===== config.mk =====
export PLATFORM = sky130hd
export DESIGN_NAME = iram_arbiter
export DESIGN_NICKNAME = d
export VERILOG_FILES = /design/src/rtl/iram_arbiter.sv
export SDC_FILE = /design/constraint.sdc
export NUM_CORES = 1
export LEC_CHECK = 0
export BUFFER_PORTS_ARGS = -buffer_cell sky130_fd_sc_hd__buf_2
export CELL_PAD_IN_SITES_DETAIL_PLACEMENT = 0
export CELL_PAD_IN_SITES_GLOBAL_PLACEMENT = 1
export CORE_MARGIN = 4
export CORE_UTILIZATION = 34
export CTS_BUF_LIST = sky130_fd_sc_hd__clkbuf_16
export DETAILED_ROUTE_END_ITERATION = 16
export PLACE_DENSITY_LB_ADDON = 0.1
export SLEW_MARGIN = 20
export SYNTH_ARGS = -nofsm -noshare
export SYNTH_HDL_FRONTEND = slang
export SYNTH_SLANG_ARGS = --single-unit

===== constraint.sdc =====
create_clock -name clk -period 4.2 [get_ports clk]
set_clock_uncertainty 0.1 [all_clocks]
set_input_delay 0.21 -clock clk [delete_from_list [all_inputs] [get_ports clk]]
set_output_delay 0.21 -clock clk [all_outputs]
set_load 0.01 [all_outputs]

===== src/rtl/iram_arbiter.sv =====
// iram_arbiter: shares the single instruction-RAM port between the CPU fetch
// unit (read-only) and the program loader (write-only).
//
// Every output is driven straight from a register. A request sampled in IDLE
// produces the grant, the RAM strobe, the address and the write data together
// in the following (ACCESS) cycle. Read data returns one cycle later (RWAIT)
// and is presented to the fetch unit on the cycle after that.
//
//   state   | meaning
//   --------+---------------------------------------------------------------
//   IDLE    | arbitrate between eligible requesters, launch the winner
//   ACCESS  | RAM strobe active, winner's gnt (and err) pulsing
//   RWAIT   | RAM read data valid on ram_rdata, captured into fetch_data
//
// fetch_valid pulses in the IDLE cycle that follows RWAIT. That IDLE cycle may
// already be sampling the next request.

module iram_arbiter #(
   parameter int ADDR_W = 9,
   parameter int DATA_W = 16,
   parameter int DEPTH  = 32
) (
   input  logic              clk,
   input  logic              rst_n,
   input  logic              load_mode,
   input  logic              fetch_req,
   input  logic [ADDR_W-1:0] fetch_addr,
   output logic              fetch_gnt,
   output logic              fetch_valid,
   output logic [DATA_W-1:0] fetch_data,
   output logic              fetch_err,
   input  logic              load_req,
   input  logic [ADDR_W-1:0] load_addr,
   input  logic [DATA_W-1:0] load_data,
   output logic              load_gnt,
   output logic              load_err,
   output logic [7:0]        load_count,
   output logic              ram_write_en,
   output logic              ram_read_en,
   output logic [ADDR_W-1:0] ram_addr,
   output logic [DATA_W-1:0] ram_wdata,
   input  logic [DATA_W-1:0] ram_rdata,
   output logic              busy
);

   typedef enum logic [1:0] {
      ST_IDLE   = 2'd0,
      ST_ACCESS = 2'd1,
      ST_RWAIT  = 2'd2
   } state_e;

   typedef enum logic {
      OWN_FETCH = 1'b0,
      OWN_LOAD  = 1'b1
   } owner_e;

   // One extra bit so that DEPTH == 2**ADDR_W still compares correctly.
   localparam logic [ADDR_W:0] DEPTH_X = (ADDR_W+1)'(DEPTH);

   state_e            state_q,       state_d;
   owner_e            rr_last_q,     rr_last_d;
   logic              fetch_gnt_q,   fetch_gnt_d;
   logic              fetch_err_q,   fetch_err_d;
   logic              fetch_valid_q, fetch_valid_d;
   logic [DATA_W-1:0] fetch_data_q,  fetch_data_d;
   logic              load_gnt_q,    load_gnt_d;
   logic              load_err_q,    load_err_d;
   logic [7:0]        load_count_q,  load_count_d;
   logic              ram_we_q,      ram_we_d;
   logic              ram_re_q,      ram_re_d;
   logic [ADDR_W-1:0] ram_addr_q,    ram_addr_d;
   logic [DATA_W-1:0] ram_wdata_q,   ram_wdata_d;

   logic fetch_elig;
   logic load_elig;
   logic pick_fetch;
   logic pick_load;
   logic fetch_ok;
   logic load_ok;

   // Eligibility, round-robin tie-break and address range checks.
   always_comb begin
      fetch_elig = fetch_req & ~load_mode;
      load_elig  = load_req;
      pick_fetch = fetch_elig & (~load_elig | (rr_last_q == OWN_LOAD));
      pick_load  = load_elig & ~pick_fetch;
      fetch_ok   = ({1'b0, fetch_addr} < DEPTH_X);
      load_ok    = ({1'b0, load_addr}  < DEPTH_X);
   end

   // Next-state and registered-output logic for the access sequencer.
   always_comb begin
      state_d       = state_q;
      rr_last_d     = rr_last_q;
      fetch_gnt_d   = 1'b0;
      fetch_err_d   = 1'b0;
      fetch_valid_d = 1'b0;
      fetch_data_d  = fetch_data_q;
      load_gnt_d    = 1'b0;
      load_err_d    = 1'b0;
      load_count_d  = load_count_q;
      ram_we_d      = 1'b0;
      ram_re_d      = 1'b0;
      ram_addr_d    = ram_addr_q;
      ram_wdata_d   = ram_wdata_q;

      case (state_q)
         ST_IDLE: begin
            if (pick_fetch) begin
               state_d     = ST_ACCESS;
               rr_last_d   = OWN_FETCH;
               fetch_gnt_d = 1'b1;
               fetch_err_d = ~fetch_ok;
               ram_re_d    = fetch_ok;
               ram_addr_d  = fetch_addr;
               ram_wdata_d = '0;
            end else if (pick_load) begin
               state_d     = ST_ACCESS;
               rr_last_d   = OWN_LOAD;
               load_gnt_d  = 1'b1;
               load_err_d  = ~load_ok;
               ram_we_d    = load_ok;
               ram_addr_d  = load_addr;
               ram_wdata_d = load_data;
               if (load_ok && (load_count_q != 8'hFF)) begin
                  load_count_d = load_count_q + 8'd1;
               end
            end
         end

         // Only a legal fetch has its read strobe up here, so that alone
         // decides whether a read result has to be collected.
         ST_ACCESS: begin
            state_d = ram_re_q ? ST_RWAIT : ST_IDLE;
         end

         ST_RWAIT: begin
            fetch_data_d  = ram_rdata;
            fetch_valid_d = 1'b1;
            state_d       = ST_IDLE;
         end

         default: begin
            state_d = ST_IDLE;
         end
      endcase
   end

   // State and output registers; reset drops any read that is in flight.
   always_ff @(posedge clk) begin
      if (!rst_n) begin
         state_q       <= ST_IDLE;
         rr_last_q     <= OWN_LOAD;
         fetch_gnt_q   <= 1'b0;
         fetch_err_q   <= 1'b0;
         fetch_valid_q <= 1'b0;
         fetch_data_q  <= '0;
         load_gnt_q    <= 1'b0;
         load_err_q    <= 1'b0;
         load_count_q  <= '0;
         ram_we_q      <= 1'b0;
         ram_re_q      <= 1'b0;
         ram_addr_q    <= '0;
         ram_wdata_q   <= '0;
      end else begin
         state_q       <= state_d;
         rr_last_q     <= rr_last_d;
         fetch_gnt_q   <= fetch_gnt_d;
         fetch_err_q   <= fetch_err_d;
         fetch_valid_q <= fetch_valid_d;
         fetch_data_q  <= fetch_data_d;
         load_gnt_q    <= load_gnt_d;
         load_err_q    <= load_err_d;
         load_count_q  <= load_count_d;
         ram_we_q      <= ram_we_d;
         ram_re_q      <= ram_re_d;
         ram_addr_q    <= ram_addr_d;
         ram_wdata_q   <= ram_wdata_d;
      end
   end

   assign fetch_gnt    = fetch_gnt_q;
   assign fetch_err    = fetch_err_q;
   assign fetch_valid  = fetch_valid_q;
   assign fetch_data   = fetch_data_q;
   assign load_gnt     = load_gnt_q;
   assign load_err     = load_err_q;
   assign load_count   = load_count_q;
   assign ram_write_en = ram_we_q;
   assign ram_read_en  = ram_re_q;
   assign ram_addr     = ram_addr_q;
   assign ram_wdata    = ram_wdata_q;
   assign busy         = (state_q != ST_IDLE);

endmodule


# Word level (Yosys, flattened, before mapping)
# Index checks and enable logic that the tools add are counted.
# word_totals
register_bits	59
inputBits	55
out_inout_bits	57
# op_classes
n_addsub	1
magnitude_cmp	2
eq_ne	4
mux	13
bitwise	12
n_reduce_logical	10
# ops
cell	n
16-bit two-way mux	2
9-bit by 6-bit < comparator with 1-bit output, second input constant	2
9-bit two-way mux	2
8-bit by 1-bit adder with 8-bit output, second input constant	1
8-bit inequality test, second input constant	1
1-bit inverter	8
2-bit two-way mux	3
1-bit two-way mux	5
2-bit case mux with 2 select lines	1
2-bit AND reduction	2
4-bit AND reduction	1
2-bit nonzero test	2
4-bit OR reduction	1
1-bit AND	3
3-bit inequality test, second input constant	1
3-bit AND reduction	1
3-bit OR reduction	1
2-bit by 1-bit == test with 1-bit output, second input constant	1
2-bit == test, second input constant	1
2-bit zero test	1
1-bit logical AND	1
1-bit bitwise OR	1

# Depth between registers and ports, before layout
# Gate-level depths: netlist of run 1.
# depth
ltp_word	8
depth_mapped	6
depth_no_buf	5

# Worst setup path after synthesis of run 1
# Ideal clock, no wire load.
# synth_path
path_type	reg2reg
from	register load_count_q[0], in the netlist load_count[0]
to	register load_count_q[4], in the netlist load_count[4]
setup_ps	70
arrival_ps	1402
required_time_ps	4030
path_slack_ps	2628
path_stages_with_launch	6
path_buffers	0
cell_sequence	dfxtp_1 ha_1 nand4_1 nor2_1 or4_1 a21oi_1
# synth_via
elab_chain_cells	3
word_cells_on_any_way	4
# synth_rtl
element	line	text
start: declaration	68	logic [7:0] load_count_q, load_count_d;
start signal: assignment	174	load_count_q <= load_count_d;
parallel branches: the longest is 3 deep, another holds 8-bit by 1-bit adder with 8-bit output	n/a	
# Several ways; the timed one is not identified.
# A chain may end at the register's enable or synchronous reset.

# Worst setup path after layout of run 1
# layout_path
from	register state_q[0]
to	register ram_wdata_q[13], in the netlist ram_wdata[13]
# layout_via
elab_chain_cells	2
# layout_rtl
element	line	text
start: declaration	60	state_e state_q, state_d;
start signal: assignment	166	state_q <= state_d;
2-bit zero test	107	case (state_q)
2-bit AND reduction (no source line)	n/a	
end signal: assignment	178	ram_wdata_q <= ram_wdata_d;
end: declaration	72	logic [DATA_W-1:0] ram_wdata_q, ram_wdata_d;
# Every way passes these cells.

==> flow_summary.yaml, run 1 <==
drt:
  first_pass_iters: 4
  dr_wl_met3_um: 511
  ant_nets: 0
  drt-initial-drc-count: 55
  drt-total-wl_um: 5550
  drc_errors: 0
  route.detailed.wl_per_inst_um: 13.2
  m1WireLength_um: 2550
  top_layer_used: "met4"
  routed_via_density: 4.75
  num_vias: 1996
  wl_met2_um: 2430
global_route:
  grt_max_degree: 35
  grt_pass1_wl_um: 8620
  antenna_found_initial: 0
  overflow: 0
  gr-usage-all-layers_pct: 14.4
  first_global_vias: 1827
finish:
  nNetsFinal: 396
  mostFrequentLayoutCell: "buf_2"
  final_cell_mix: "buf_2, dfxtp_1, nand2_1, a21oi_1, a22o_1"
  layout-drive-gt1-share_pct: 38.6
  syn_to_final_growth_pct: 44.8
  fillers: 600
  diodes: 0
yosys:
  synth_compound_area_share_pct: 18.8
  syn-num-nets: 283
  yosysUniqueCellTypes: 33
  synthTopCellsByArea: "dfxtp_1, a22o_1, nand2_1"
  avgSynthCellArea_um2: 9.54
  syn_area_mm2: 0.00216
  yosys.area_share.adder_pct: 0.578
  yosys.area_share.simple_pct: 18.4
  muxShareOfSynthArea_pct: 4.16
  yosys.area.top_type: "dfxtp_1"
  synth-seq-cells: 59
  yosysSeqAreaShare_pct: 54.6
  synth_top_family_by_area: "compound AO/OA/AOI/OAI gates"
  synth_top_area_share_pct: 54.6
  yosys_warnings: 0
  synthCells: 227
  synth-xor-area-share_pct: 0
clock_tree:
  path_clk_slew_ns: 0.05
  insertion_delay_ns: 0.31
  clockBufferDepth: 2
  cts_tree: "done"
  cts.sinks: 59
  root_buffer: "clkbuf_16"
  htree_levels: 3
  numCtsBuffers: 9
floorplan:
  ioPinCount: 112
  start_util_pct: 35.7
  core_mm2: 0.00606
  dieArea_mm2: 0.00771
  die_x_um: 87.8
  dieHeight_um: 87.8
  rows: 28
setup_path:
  crit_path_start_kind: "flop"
  cp-end-kind: "flop"
  path_class: "flop to flop"
  r2r_start: "state_q[0]"
  crit_arrival_ns: 2.26
  path_max_fanout: 21
  ff2ff_path_depth: 4
  crit_required_ns: 4.35
  startpoint: "state_q[0]"
power:
  ir_drop_uv: 242
  p_int_uw: 1160
  p_sw_uw: 332
  cellLeakagePower_uw: 0.00144
  clkPwrFrac_pct: 52.5
  pwr_density_cell_mw_per_mm2: 476
  power_frac_seq_pct: 39.7
  power_frac_comb_pct: 7.9
  power_uw: 1490
  p_sw_share_pct: 22.2
status:
  status: "completed"
worst_hold_path:
  whs_path_depth: 2
  worstHoldStart: "load_data[10]"
  hp-class: "input port to flop"
run:
  drv_cap: 0
timing:
  max_slew_margin_pct: 30.2
  min_period_ns: 2.11
  tightestPinTransition_ns: 1.04
  setup_viol: 0
  slew_violations: 0
  hold_violations: 0
  fmax_mhz: 474
  fin_setup_tns_ns: 0
  post-route-period-util_pct: 50.2
  rsz0062_at_grt: "false"
place:
  gp_congestion: 0.715
  numPortBuffers: 111
  dp_hpwl_um: 3860
[logic make-up after synthesis]
logic type | count (synthesis)
AND/OR/NAND/NOR | 79
AO/OA/AOI/OAI | 61
buffers and inverters | 18
flip-flops | 59
multiplexers | 9
adder cells (fa/ha/maj) | 1
[Yosys cell counts (all sizes together)]
cell type and instances:
dfxtp 59, nand2 35, a21oi 23, a22o 16
nor2 15, a211oi 9, mux2i 9, buf 7
clkbuf 7, o21ai 5, o31ai 5, or3 5
nand3 4, and3 3, inv 3, nor2b 3
or4 3, and2 2, nand2b 2, nand4 2
nor4 2, a21boi 1, and2b 1, and4b 1
clkinv 1, ha 1, nand3b 1, o211ai 1
o21a 1
[final cells by class]
class	instances	area, µm²	share of cell area, %
Clock inverter	7	101	3.23
Sequential cell	59	1180	37.7
Timing Repair Buffer	116	603	19.2
Inverter	4	15.0	0.479
Tap cell	75	93.8	2.99
Clock buffer	9	225	7.19
Multi-Input combinational cell	150	915	29.2
[final timing paths]
| check | slack (ns) | endpoint |
|---|---|---|
| max | 2.09 | ram_wdata[13] |
| min | 0.01 | ram_wdata[10] |
| max reg2reg | 2.09 | ram_wdata[13] |
| min reg2reg | 0.35 | fetch_data[5] |
[critical path, cell delays in order, from the launching register on]
cell,delay [ns]
dfxtp_1,0.38
nor2_2,0.09
o21a_1,0.34
nor2_1,0.89
a22o_1,0.25
[metal layers]
layer / vias up / GRT usage [%]
met3: 5 / 4.80
met5: - / 0
met4: 0 / 7.11
met1: 888 / 18.3
li1: 1037 / -
met2: 66 / 21.8
[power by group through the flow]
stage	clock, µW	combinational, µW	sequential, µW
floorplan	0	49.0	613
global placement	0	115	604
detailed placement	0	116	603
CTS	803	120	592
global route	832	131	594
finish	783	117	592
[registers in the layout, indices dropped and copies added, names as in the netlist]
register and cells:
ram_read_en 1, ram_wdata 16, load_count 8, ram_write_en 1, fetch_err 1, fetch_valid 1
load_err 1, fetch_gnt 1, load_gnt 1, ram_addr 9, fetch_data 16, state_q 2
rr_last_q 1
[stage by stage]
step	hold WS (ns)	cells	utilization, %	setup slack [ns]	cell area, µm²
final	0.0117	420	51.7	2.09	3130
after global routing	0.00273	420	51.7	1.86	3130
after CTS	0.000492	420	51.7	2.09	3130
after detailed placement	0.331	400	45.7	2.05	2770
after global placement	0.326	400	45.6	2.04	2760
after floorplan	0.232	227	-	2.63	2160
[what timing repair did]
item / 4_1_cts / 5_1_grt
setup endpoints to repair: 0 / 0
endpoints found under the hold margin: 4 / 0
resized for setup: 0 / 0
buffers inserted: 0 / 0
hold buffers: 4 / 0
Power figures use the tool's default switching activity.
==> run 2: changes to the inputs <==
--- a/config.mk
+++ b/config.mk
@@ -9,7 +9,7 @@
 export CELL_PAD_IN_SITES_DETAIL_PLACEMENT = 0
 export CELL_PAD_IN_SITES_GLOBAL_PLACEMENT = 1
 export CORE_MARGIN = 4
-export CORE_UTILIZATION = 34
+export CORE_UTILIZATION = 32
 export CTS_BUF_LIST = sky130_fd_sc_hd__clkbuf_16
 export DETAILED_ROUTE_END_ITERATION = 16
 export PLACE_DENSITY_LB_ADDON = 0.1
==> constraint.sdc (replaced) <==
create_clock -name clk -period 2 [get_ports clk]
set_clock_uncertainty 0.1 [all_clocks]
set_input_delay 0.1 -clock clk [delete_from_list [all_inputs] [get_ports clk]]
set_output_delay 0.1 -clock clk [all_outputs]
set_load 0.01 [all_outputs]
==> run 2 against run 1 <==
  * Sequential share of layout area decreased by 3.8 points
  * Register-to-register slack worse by 1.9 ns
  * Non-clock buffer count up 38
  * Critical path type is now input port to flop
  * Largest power group unchanged
  * Flip-flop and latch count is the same
  * Worst hold slack better by 0.0027 ns
  * Cell count up 9.5%
  * Total power rose by 110%
  * First-iteration DRC count shrank 44%
  * Clock-buffer cell count did not move
  * Core utilization up 2.2 points
  * Worst setup slack got worse by 1.9 ns
==> flow_summary.yaml, run 2 (synthesis gave the netlist of run 1 again) <==
finish:
  stdcell_count: 460
  nNetsFinal: 434
  final_cell_mix: "buf_2, dfxtp_1, nand2_1, dlygate4sd3_1, a21oi_1"
  syn_to_final_growth_pct: 61.0
  fillers: 624
  mostFrequentLayoutCell: "buf_2"
  diodes: 0
  layout-drive-gt1-share_pct: 36.0
drt:
  drt-total-wl_um: 5930
  routed_via_density: 4.70
  ant_nets: 0
  drt-initial-drc-count: 31
  first_pass_iters: 4
  route.detailed.wl_per_inst_um: 12.9
  num_vias: 2163
  drc_errors: 0
clock_tree:
  cts_hold_buf: 35
  cts_tree: "done"
  htree_levels: 3
  cts.sinks: 59
  postCtsSetupBuffers: 0
  ctsResizeCount: 0
  insertion_delay_ns: 0.32
  clockBufferDepth: 2
  root_buffer: "clkbuf_16"
  path_clk_slew_ns: 0.05
  numCtsBuffers: 9
power:
  power_frac_comb_pct: 9.5
  pwr_density_cell_mw_per_mm2: 909
  ir_drop_uv: 520
  p_sw_share_pct: 22.1
  cellLeakagePower_uw: 0.00161
  p_int_uw: 2470
  power_uw: 3170
  clkPwrFrac_pct: 51.3
  p_sw_uw: 699
  power_frac_seq_pct: 39.2
floorplan:
  rows: 29
  core_mm2: 0.00646
  ioPinCount: 112
  dieHeight_um: 90.2
  die_x_um: 90.2
  dieArea_mm2: 0.00814
  start_util_pct: 33.5
timing:
  slew_violations: 0
  setup_viol: 0
  max_slew_margin_pct: 30.2
  tightestPinTransition_ns: 1.04
  hold_violations: 0
  fmax_mhz: 564
  min_period_ns: 1.77
  fin_setup_tns_ns: 0
  rsz0062_at_grt: "false"
  post-route-period-util_pct: 88.7
  final.setup.worst_slack_ns: 0.226
worst_hold_path:
  hp-class: "input port to flop"
place:
  post-place-ws_ns: 0.194
  placed_cells: 409
  dp_hpwl_um: 3910
  numPortBuffers: 111
  gp_congestion: 0.701
global_route:
  first_global_vias: 2118
  antenna_found_initial: 0
  grt_max_degree: 35
  overflow: 0
  grt_pass1_wl_um: 9800
  gr-usage-all-layers_pct: 14.7
setup_path:
  crit_path_start_kind: "input port"
  crit_required_ns: 2.16
  cp-end-kind: "flop"
  path_max_fanout: 16
  path_class: "input port to flop"
  crit_arrival_ns: 1.93
status:
  status: "completed"
run:
  drv_cap: 0
run 2: cell types whose count changed in the layout (fill, tap and decap cells not counted), moves of 2 or more:
cell	change
dlygate4sd3_1	+31
clkinv_4	-2
clkinv_2	+2
buf_4	+7
run 2: worst max-delay path: stages:
cell,delay (ns)
dlygate4sd3_1,0.51
buf_2,0.17
clkinv_1,0.09
nor2_1,0.80
a22o_1,0.25
run 2: routing by layer:
metal	vias to the layer above	routed length [µm]	global-route usage [%]
met1	980	2720	17.3
met2	68	2650	23.4
met4	0	93	6.63
li1	1106	-	-
met5	-	0	0
met3	9	459	5.84
run 2: area by class of cell:
type	count	area [µm²]	area share [%]
clock inverter	7	92.6	2.66
inverter	4	15.0	0.431
timing repair buffer	154	966	27.7
multi-input combinational	150	908	26.1
tap	77	96.3	2.76
sequential	59	1180	33.9
clock buffer	9	225	6.46
run 2: through the flow:
stage / hold slack (ns) / util [%] / area (µm²)
final: 0.0144 / 54.0 / 3480
after global routing: 0.0244 / 54.0 / 3480
after CTS: 0.00630 / 54.0 / 3480
after detailed placement: 0.221 / 43.6 / 2820
after global placement: 0.217 / 43.6 / 2820
after floorplan: 0.122 / - / 2160
run 2: power groups by stage:
stage                     clock network, µW  registers (µW)  logic [µW]
final                                  1620            1240         301
after global routing                   1710            1250         332
after CTS                              1670            1240         306
after detailed placement                  0            1270         253
after global placement                    0            1270         252
after floorplan                           0            1290         103
run 2: path summary, 6_finish.rpt:
path            startpoint       endpoint  slack, ns  cells after the start
max                  rst_n  ram_wdata[14]       0.23                      5
min           load_addr[0]    ram_addr[0]       0.01                      3
max reg2reg     state_q[1]  ram_wdata[14]       0.23                      4
min reg2reg  fetch_data[4]  fetch_data[4]       0.35                      2
